### src/rtl/imem_loader.sv
// Byte-stream loader for the instruction memory: packs big-endian words, holds the CPU until done.
// Optional trailing XOR checksum byte when CHECKSUM_EN is defined.
module imem_loader #(
   parameter int ADDR_W    = 5,
   parameter int DEPTH     = 32,
   parameter int BASE_ADDR = 0
) (
   input  logic              clk,
   input  logic              reset,
   input  logic              load_start,
   input  logic              in_valid,
   input  logic [7:0]        in_data,
   output logic              in_ready,
   output logic              imem_we,
   output logic [ADDR_W-1:0] imem_addr,
   output logic [31:0]       imem_wdata,
   output logic              cpu_hold,
   output logic              done,
   output logic              error
);

   typedef enum logic [2:0] {
      S_IDLE,
      S_LEN,
      S_DATA,
`ifdef CHECKSUM_EN
      S_CSUM,
`endif
      S_DONE,
      S_ERR
   } state_t;

   state_t             state_reg, state_next;
   logic [1:0]         byte_cnt_reg, byte_cnt_next;
   logic [15:0]        word_cnt_reg, word_cnt_next;
   logic [15:0]        n_reg, n_next;
   logic [15:0]        n_full;
   logic [23:0]        shift_reg, shift_next;
   logic               we_reg, we_next;
   logic [ADDR_W-1:0]  addr_reg, addr_next;
   logic [31:0]        wdata_reg, wdata_next;
   logic               hold_reg, hold_next;
   logic               done_reg, done_next;
   logic               error_reg, error_next;
`ifdef CHECKSUM_EN
   logic [7:0]         csum_reg, csum_next;
`endif

   always_ff @(posedge clk or posedge reset) begin
      if (reset) begin
         state_reg    <= S_IDLE;
         byte_cnt_reg <= 2'd0;
         word_cnt_reg <= 16'd0;
         n_reg        <= 16'd0;
         shift_reg    <= 24'd0;
         we_reg       <= 1'b0;
         addr_reg     <= ADDR_W'(BASE_ADDR);
         wdata_reg    <= 32'd0;
         hold_reg     <= 1'b1;
         done_reg     <= 1'b0;
         error_reg    <= 1'b0;
`ifdef CHECKSUM_EN
         csum_reg     <= 8'd0;
`endif
      end else begin
         state_reg    <= state_next;
         byte_cnt_reg <= byte_cnt_next;
         word_cnt_reg <= word_cnt_next;
         n_reg        <= n_next;
         shift_reg    <= shift_next;
         we_reg       <= we_next;
         addr_reg     <= addr_next;
         wdata_reg    <= wdata_next;
         hold_reg     <= hold_next;
         done_reg     <= done_next;
         error_reg    <= error_next;
`ifdef CHECKSUM_EN
         csum_reg     <= csum_next;
`endif
      end
   end

   always_comb begin
      state_next    = state_reg;
      byte_cnt_next = byte_cnt_reg;
      word_cnt_next = word_cnt_reg;
      n_next        = n_reg;
      n_full        = {n_reg[15:8], in_data};
      shift_next    = shift_reg;
      we_next       = 1'b0;
      addr_next     = we_reg ? addr_reg + ADDR_W'(1) : addr_reg;
      wdata_next    = wdata_reg;
      hold_next     = hold_reg;
      done_next     = done_reg;
      error_next    = error_reg;
`ifdef CHECKSUM_EN
      csum_next     = csum_reg;
`endif
      in_ready      = 1'b0;

      case (state_reg)
         S_IDLE, S_DONE, S_ERR: begin
            if (load_start) begin
               state_next    = S_LEN;
               hold_next     = 1'b1;
               done_next     = 1'b0;
               error_next    = 1'b0;
               byte_cnt_next = 2'd0;
               word_cnt_next = 16'd0;
               addr_next     = ADDR_W'(BASE_ADDR);
`ifdef CHECKSUM_EN
               csum_next     = 8'd0;
`endif
            end
         end

         S_LEN: begin
            in_ready = 1'b1;
            if (in_valid) begin
               if (byte_cnt_reg == 2'd0) begin
                  n_next[15:8]  = in_data;
                  byte_cnt_next = 2'd1;
               end else begin
                  n_next        = n_full;
                  byte_cnt_next = 2'd0;
                  if (n_full == 16'd0) begin
`ifdef CHECKSUM_EN
                     state_next = S_CSUM;
`else
                     state_next = S_DONE;
                     done_next  = 1'b1;
                     hold_next  = 1'b0;
`endif
                  end else if (n_full > 16'(DEPTH)) begin
                     state_next = S_ERR;
                     error_next = 1'b1;
                  end else begin
                     state_next = S_DATA;
                  end
               end
            end
         end

         S_DATA: begin
            // Stop accepting once all N words are in; the final write pulse may still be pending.
            in_ready = (word_cnt_reg != n_reg);
            if (in_valid && in_ready) begin
`ifdef CHECKSUM_EN
               csum_next = csum_reg ^ in_data;
`endif
               if (byte_cnt_reg == 2'd3) begin
                  wdata_next    = {shift_reg, in_data};
                  we_next       = 1'b1;
                  byte_cnt_next = 2'd0;
                  word_cnt_next = word_cnt_reg + 16'd1;
`ifdef CHECKSUM_EN
                  if (word_cnt_reg + 16'd1 == n_reg)
                     state_next = S_CSUM;
`endif
               end else begin
                  shift_next    = {shift_reg[15:0], in_data};
                  byte_cnt_next = byte_cnt_reg + 2'd1;
               end
            end
`ifndef CHECKSUM_EN
            if (we_reg && word_cnt_reg == n_reg) begin
               state_next = S_DONE;
               done_next  = 1'b1;
               hold_next  = 1'b0;
            end
`endif
         end

`ifdef CHECKSUM_EN
         S_CSUM: begin
            in_ready = 1'b1;
            if (in_valid) begin
               if (in_data == csum_reg) begin
                  state_next = S_DONE;
                  done_next  = 1'b1;
                  hold_next  = 1'b0;
               end else begin
                  state_next = S_ERR;
                  error_next = 1'b1;
               end
            end
         end
`endif

         default: state_next = S_IDLE;
      endcase
   end

   assign imem_we    = we_reg;
   assign imem_addr  = addr_reg;
   assign imem_wdata = wdata_reg;
   assign cpu_hold   = hold_reg;
   assign done       = done_reg;
   assign error      = error_reg;

endmodule

### config.mk
export PLATFORM = sky130hd
export DESIGN_NAME = imem_loader
export DESIGN_NICKNAME = d
export VERILOG_FILES = /design/src/rtl/imem_loader.sv
export SDC_FILE = /design/constraint.sdc
export NUM_CORES = 1
export LEC_CHECK = 0
export ABC_AREA = 1
export CORE_AREA = 2 2 98 100
export DETAILED_ROUTE_END_ITERATION = 10
export DIE_AREA = 0 0 100 102
export PLACE_DENSITY = 0.78
export SYNTH_ARGS = -nofsm -noshare
export SYNTH_HDL_FRONTEND = slang
export SYNTH_SLANG_ARGS = --single-unit
### constraint.sdc
create_clock -name clk -period 4.7 [get_ports clk]
set_input_delay 1.41 -clock clk [delete_from_list [all_inputs] [get_ports clk]]
set_output_delay 1.41 -clock clk [all_outputs]
set_load 0.01 [all_outputs]
==> reports/qor.log, run 1 <==
qor: run_status.outcome complete, no violations
qor: synth.synthFlopType sky130_fd_sc_hd__dfrtp_1
qor: critical_path.critical_path_peak_fanout 6
qor: critical_path.critical_path.most_common_cell sky130_fd_sc_hd__nand2_1
qor: clock_network.cts_tree yes
qor: clock_network.postCtsSetupBuffers 0
qor: timing.finalClockSkew 19.00 ps
qor: floorplan.fp.dieW 100 um
qor: global_routing.global_route_congestion_overflow_total 0
qor: cells_and_area.instances_no_fill 798
qor: critical_path.worstPathCellList inv_1, nand2_1, nand2_1, nor2_1, nand2_1, nor2_1, nand2_1, nand2_1, nand2_1, clkdlybuf4s50_1
qor: clock_network.clock_insertion_delay_worst_skew 380 ps
qor: global_routing.grt.met1_usage 33.18%
qor: timing.endpoints_failing_hold 0
qor: power.max-vdd-ir-drop 0.2203 mV
qor: floorplan.die_area 10,200 um2
qor: timing.totalNegativeSetupSlack 0 ps
qor: clock_network.clockBufferDepth 2
qor: synth.syn-instance-count 641
qor: timing.maxClockFrequency 285.8 MHz
qor: clock_network.numCtsBuffers 9
qor: cells_and_area.fillerInstances 779
qor: synth.synthesis.yosys.warnings 0
qor: clock_network.htreeDepth 3
qor: global_routing.grt.met3_usage 3.283%
qor: flow_run.drv_cap 0
qor: drt.detail_route.wl_per_cell 14.17 um
qor: timing.unrepaired_setup_endpoints_after_global_routing false
qor: cells_and_area.drive_gt1_share 7.715%
qor: min_path.min_path_type reg2reg
qor: cells_and_area.antenna-diode-count 0
qor: synth.yosysUniqueCellTypes 33
qor: critical_path.crit_arrival 2090 ps
qor: synth.synth_nets 657
qor: floorplan.io_pins 54
qor: drt.drc_errors 0
qor: global_routing.first_global_vias 4,044
qor: global_routing.wire_length_of_the_first_global_routing_pass 19,290 um
qor: synth.post_synth_instance_area 5042 um2
qor: placement.dp_hpwl 7876 um
qor: floorplan.row_count 35
qor: clock_network.ctsResizeCount 0
qor: global_routing.globalRouteMet2Util 38.41%
qor: critical_path.startpoint_to_endpoint_class_of_the_critical_path reg2out
qor: clock_network.cts.clk_slew.worst_paths 100 ps
qor: critical_path.crit_family simple AND/OR/NAND/NOR gates
qor: timing.slew_viol_final 0
qor: clock_network.clock-sinks 102
qor: synth.synth_largest_type_area_fraction 50.12%
qor: synth.synth_largest_area_cell sky130_fd_sc_hd__dfrtp_1
qor: timing.worstMarginPinSlew 604.4 ps
qor: global_routing.grtUsageTotal 23.75%
qor: critical_path.critPathMaxStageDelay 470 ps
qor: synth.post-synth-top-count-cell sky130_fd_sc_hd__nand2_1
qor: drt.drt-total-wl 11,310 um
qor: drt.vias_per_cell 5.363
qor: power.leakage 0.003028 uW
qor: floorplan.starting_density_of_the_core 55.36%
qor: timing.max_slew_headroom_at_the_worst_pin 59.65%
qor: global_routing.grt_max_degree 44
qor: drt.vias 4,280
qor: cells_and_area.area.growth.synth_to_final 14.37%
qor: timing.period_needed 3499 ps
qor: timing.fin_crit_sh 74.46%
qor: floorplan.coreArea 9109 um2
qor: critical_path.crit_path_start word_cnt_reg[2]
qor: synth.postSynthAreaPerCell 7.866 um2
qor: critical_path.kind_of_start_point_of_the_critical_path flip-flop
qor: clock_network.post_cts_hold_buffer_count 0
qor: synth.synth_async_sr_flop_share 100.0%
qor: placement.port_buffers 53
qor: global_routing.top_usage_layer met2
qor: min_path.hold_path_startpoint cpu_hold
qor: placement.dpl.cell_count 783
qor: drt.ant_nets 0
qor: synth.yosys-top-cells-count sky130_fd_sc_hd__nand2_1 (255), sky130_fd_sc_hd__dfrtp_1 (101), sky130_fd_sc_hd__nand3_1 (85), sky130_fd_sc_hd__nor2_1 (48), sky130_fd_sc_hd__inv_1 (46)
qor: timing.setup-violations-final 0
qor: timing.post-route-worst-setup-slack 1201 ps
qor: placement.gp_routability_congestion 0.9201
qor: synth.yosysSeqAreaShare 50.65%
qor: synth.yosys_register_bits 102
qor: cells_and_area.postLayoutCoreUtil 63.31%
qor: floorplan.chipHeight 102 um
qor: clock_network.cts_root_buffer sky130_fd_sc_hd__clkbuf_8
qor: critical_path.required_time_of_the_worst_setup_path 3290 ps
qor: drt.initialDrtViolationCount 280
qor: drt.detailedRoute.firstPassIterationCount 5
qor: placement.pre_cts_ws 1380 ps
qor: power.power.density 456.4 nW/um2
qor: cells_and_area.largest_reg_flops 32
qor: critical_path.r2r_start word_cnt_reg[1]
qor: global_routing.antenna_violations_before_repair 0
qor: synth.synth_enable_flop_cells 0
qor: cells_and_area.design.final.nets 699
qor: critical_path.endpoint_kind output pin
qor: synth.leading_cell_types_by_total_area_after_synthesis sky130_fd_sc_hd__dfrtp_1 (50%), sky130_fd_sc_hd__nand2_1 (19%), sky130_fd_sc_hd__nand3_1 (8.4%), sky130_fd_sc_hd__nor2_1 (3.6%), sky130_fd_sc_hd__inv_1 (3.4%)
qor: critical_path.worstPathBufferInverterCount 2
qor: critical_path.critical_path_top_delay_cell sky130_fd_sc_hd__clkdlybuf4s50_1
[routing by layer]
layer  wire length (um)  part of all wire, %  up-vias
li1                   -                    -     2086
met2               5435                   48      118
met3                545                  4.8       14
met4                169                  1.5        0
met1               5160                   46     2062
met5                  0                    0        -
[worst min-delay path: stages (launching register included)]
cell and delay (ps):
sky130_fd_sc_hd__dfstp_2 380, sky130_fd_sc_hd__nand2_1 50, sky130_fd_sc_hd__nand2_1 50
[where the power goes]
group          total (uW)  switching (uW)  leakage [uW]  internal (uW)
clock                 521             323     0.0000842            198
sequential           1250             170       0.00137           1080
combinational         860             544       0.00158            316
total                2630            1040       0.00303           1600
[stage by stage]
stage                     instance area, um2  hold WS, ps  total power (uW)
final                                   5767        469.8              2632
after CTS                               5767        473.7              2634
after floorplan                         5042        442.7              1865
after global routing                    5767        499.8              2822
after detailed placement                5590        457.0              2118
after global placement                  5590        452.6              2079
[cells by family after synthesis]
kind of cell,Yosys count,synth area share (%)
AOI/OAI and AO/OA,26,3.648
xor gates and xnor gates,14,2.432
adders and majority gates,4,0.9926
buffers and inverters,83,7.221
DFF,102,50.65
and+or+nand+nor,412,35.06
[layout make-up]
type | instances | area (um2) | share of cell area [%]
multi-input combinational | 456 | 2125 | 36.84
timing repair buffer | 56 | 553.0 | 9.590
tap | 111 | 138.9 | 2.408
clock buffer | 9 | 123.9 | 2.148
clock inverter | 6 | 52.55 | 0.9113
inverter | 58 | 220.2 | 3.819
sequential | 102 | 2554 | 44.28
[final timing paths]
path / to / slack (ps) / cells past startpoint
max reg2reg: imem_wdata[29] / 2480 / 12
min: cpu_hold / 470 / 2
max in group asynchronous: imem_wdata[1] / 2440 / 3
min reg2reg: cpu_hold / 470 / 2
min in group asynchronous: imem_wdata[18] / 1440 / 2
max: in_ready / 1200 / 10
[cells in the final DEF, fill, tap and decap left out, types with 2 or more instances in the layout]
master and count:
sky130_fd_sc_hd__xnor2_1 3, sky130_fd_sc_hd__clkdlybuf4s50_1 53, sky130_fd_sc_hd__a21oi_1 2, sky130_fd_sc_hd__inv_1 45, sky130_fd_sc_hd__clkbuf_8 9, sky130_fd_sc_hd__o21ai_2 9, sky130_fd_sc_hd__nor2_1 48, sky130_fd_sc_hd__nand2_4 4
sky130_fd_sc_hd__nand2_1 255, sky130_fd_sc_hd__nand4_1 7, sky130_fd_sc_hd__clkinvlp_4 2, sky130_fd_sc_hd__xor2_1 11, sky130_fd_sc_hd__nand2_2 2, sky130_fd_sc_hd__inv_6 2, sky130_fd_sc_hd__nor3b_1 2, sky130_fd_sc_hd__ha_1 4
sky130_fd_sc_hd__nor3_1 3, sky130_fd_sc_hd__dfrtp_1 101, sky130_fd_sc_hd__inv_2 12, sky130_fd_sc_hd__buf_4 3, sky130_fd_sc_hd__nand3_1 85, sky130_fd_sc_hd__nor3_2 2, sky130_fd_sc_hd__o21ai_0 9
Power figures use the tool's default switching activity.
==> run 2, diff against run 1 <==
==> constraint.sdc (replaced) <==
create_clock -name clk -period 3.5 [get_ports clk]
set_input_delay 1.05 -clock clk [delete_from_list [all_inputs] [get_ports clk]]
set_output_delay 1.05 -clock clk [all_outputs]
set_load 0.01 [all_outputs]
==> reports/qor.log, run 2 (same netlist as run 1, synthesis figures left out) <==
qor: placement.dp_hpwl 8238 um [+4.6%]
qor: timing.setup-violations-final 0 [unchanged]
qor: cells_and_area.postLayoutCoreUtil 63.80% [+0.49 points]
qor: cells_and_area.instances_no_fill 800 [+0.25%]
qor: drt.drt-total-wl 11,520 um [+1.9%]
qor: clock_network.clockBufferDepth 2 [unchanged]
qor: min_path.min_path_type reg2reg
qor: power.power.clock.fraction 20.4% [+0.6 points]
qor: clock_network.cts.clk_slew.worst_paths 100 ps [about the same]
qor: floorplan.die_area 10,200 um2 [unchanged]
qor: floorplan.coreArea 9109 um2 [unchanged]
qor: power.sw_frac_of_total 39.47% [+0.098 points]
qor: drt.ant_nets 0 [unchanged]
qor: critical_path.critical_path_top_delay_cell sky130_fd_sc_hd__dfrtp_1
qor: global_routing.grt.met1_usage 35.48% [+2.3 points]
qor: floorplan.starting_density_of_the_core 55.36% [unchanged]
qor: power.leakage 0.003049 uW [+0.69%]
qor: critical_path.critPathMaxStageDelay 510 ps [+40 ps]
qor: timing.maxClockFrequency 317.4 MHz
qor: power.max-vdd-ir-drop 0.3203 mV [+45%]
qor: cells_and_area.antenna-diode-count 0 [unchanged]
qor: clock_network.post_cts_hold_buffer_count 0 [unchanged]
qor: global_routing.first_global_vias 4,125 [+2.0%]
qor: clock_network.clock_insertion_delay_worst_skew 370 ps [about the same]
qor: critical_path.critical_path.most_common_cell sky130_fd_sc_hd__nand2_1
qor: placement.gp_routability_congestion 0.8708 [-5.4%]
qor: clock_network.numCtsBuffers 9 [unchanged]
qor: timing.fin_crit_sh 90.01%
qor: placement.dpl.cell_count 785 [+0.26%]
qor: cells_and_area.drive_gt1_share 7.983% [+0.27 points]
qor: clock_network.clock-sinks 102 [unchanged]
qor: timing.slew_viol_final 0 [unchanged]
qor: clock_network.cts_root_buffer sky130_fd_sc_hd__clkbuf_8
qor: power.power.density 617.3 nW/um2 [+35%]
qor: drt.detail_route.wl_per_cell 14.40 um [+1.6%]
qor: drt.drc_errors 0 [unchanged]
qor: power.seq_power_share 47.4% [about the same]
qor: drt.vias 4,249 [-0.72%]
qor: placement.port_buffers 53 [unchanged]
qor: timing.worstMarginPinSlew 586.5 ps [-17.84 ps]
qor: global_routing.antenna_violations_before_repair 0 [unchanged]
qor: floorplan.fp.dieW 100 um [unchanged]
qor: critical_path.endpoint_kind output pin
qor: clock_network.postCtsSetupBuffers 0 [unchanged]
qor: critical_path.kind_of_start_point_of_the_critical_path flip-flop
qor: timing.endpoints_failing_hold 0 [unchanged]
qor: global_routing.global_route_congestion_overflow_total 0 [unchanged]
qor: critical_path.worstPathCellList inv_2, nand2_1, nand2_1, nor2_1, nand2_1, nor2_1, nand2_1, nand2_1, nand2_1, clkdlybuf4s50_1
qor: cells_and_area.layout.cells.most_common sky130_fd_sc_hd__nand2_1
qor: clock_network.cts_tree yes
qor: power.power.internal 2172 uW [+36%]
qor: cells_and_area.largest_reg_flops 32 [unchanged]
qor: cells_and_area.final_cell_mix sky130_fd_sc_hd__nand2_1 (255), sky130_fd_sc_hd__dfrtp_1 (101), sky130_fd_sc_hd__nand3_1 (85)
qor: timing.finalClockSkew 12.88 ps [-6.123 ps]
qor: power.comb_power_share 32.2% [-0.5 points]
qor: floorplan.io_pins 54 [unchanged]
qor: critical_path.critical_path_peak_fanout 7 [+1]
qor: drt.initialDrtViolationCount 299 [+6.8%]
qor: critical_path.startpoint_to_endpoint_class_of_the_critical_path reg2out
qor: run_status.outcome complete, no violations
qor: floorplan.row_count 35 [unchanged]
qor: global_routing.top_usage_layer met2
qor: critical_path.crit_arrival 2100 ps [about the same]
qor: flow_run.drv_cap 0 [unchanged]
qor: global_routing.globalRouteMet2Util 40.54% [+2.1 points]
qor: global_routing.grt_max_degree 48 [+9.1%]
qor: drt.vias_per_cell 5.311 [-0.97%]
qor: timing.unrepaired_setup_endpoints_after_global_routing false
qor: clock_network.ctsResizeCount 0 [unchanged]
qor: cells_and_area.design.final.nets 701 [+0.29%]
qor: global_routing.grtUsageTotal 25.01% [+1.3 points]
qor: timing.max_slew_headroom_at_the_worst_pin 60.82% [+1.2 points]
qor: clock_network.htreeDepth 3 [unchanged]
qor: floorplan.chipHeight 102 um [unchanged]
qor: global_routing.grt.met3_usage 4.104% [+0.82 points]
qor: cells_and_area.area.growth.synth_to_final 15.26%
qor: global_routing.wire_length_of_the_first_global_routing_pass 20,040 um [+3.9%]
qor: power.total_power 3588 uW [+36%]
qor: critical_path.required_time_of_the_worst_setup_path 2450 ps [-840 ps]
qor: timing.period_needed 3150 ps
qor: drt.detailedRoute.firstPassIterationCount 5 [unchanged]
qor: timing.totalNegativeSetupSlack 0 ps [unchanged]
qor: power.power.switching 1416 uW [+37%]
-- run 2: routing by layer --
metal	wire length (um)	up-vias
li1	-	2088
met1	5351	2027
met2	5454	122
met3	569	12
met4	146	0
met5	0	-
-- run 2: final cells by class --
type	count	area [um2]
multi-input cells	456	2125
well taps	111	138.9
flip-flops and latches	102	2554
repair buffers	58	580.6
clock buffers	10	137.6
fillers	809	3297
clock inverters	5	55.05
inverters	58	221.5
-- run 2: worst paths after layout --
kind / startpoint / to / slack [ps] / depth (start not counted)
setup / recovery: word_cnt_reg[12] / in_ready / 350 / 10
hold / removal: cpu_hold / cpu_hold / 470 / 2
setup reg to reg: state_reg[2] / imem_wdata[29] / 1210 / 6
hold reg to reg: cpu_hold / cpu_hold / 470 / 2
max in group asynchronous: reset / cpu_hold / 1650 / 3
min in group asynchronous: reset / shift_reg[16] / 1080 / 2
-- run 2: worst max-delay path: cells and delay by family, from the launching register on --
kind	cells	cell delay, ps
flops	1	510
buf+inv	2	510
simple gates	8	720
-- run 2: power by group through the flow --
stage	sequential, uW	clock (uW)	combinational, uW
2_1_floorplan	1660	0	848
4_1_cts	1690	740	1160
6_report	1700	731	1160
3_3_place_gp	1700	0	1120
5_1_grt	1740	783	1340
3_5_place_dp	1710	0	1160
-- run 2: metrics by stage --
step	setup WS, ps	instance area [um2]	hold slack [ps]
floorplan	1233	5046	442.7
global placement	764.1	5619	451.2
detailed placement	738.5	5619	452.8
CTS	337.3	5812	467.7
global route	160.1	5812	508.2
finish	349.6	5812	466.8
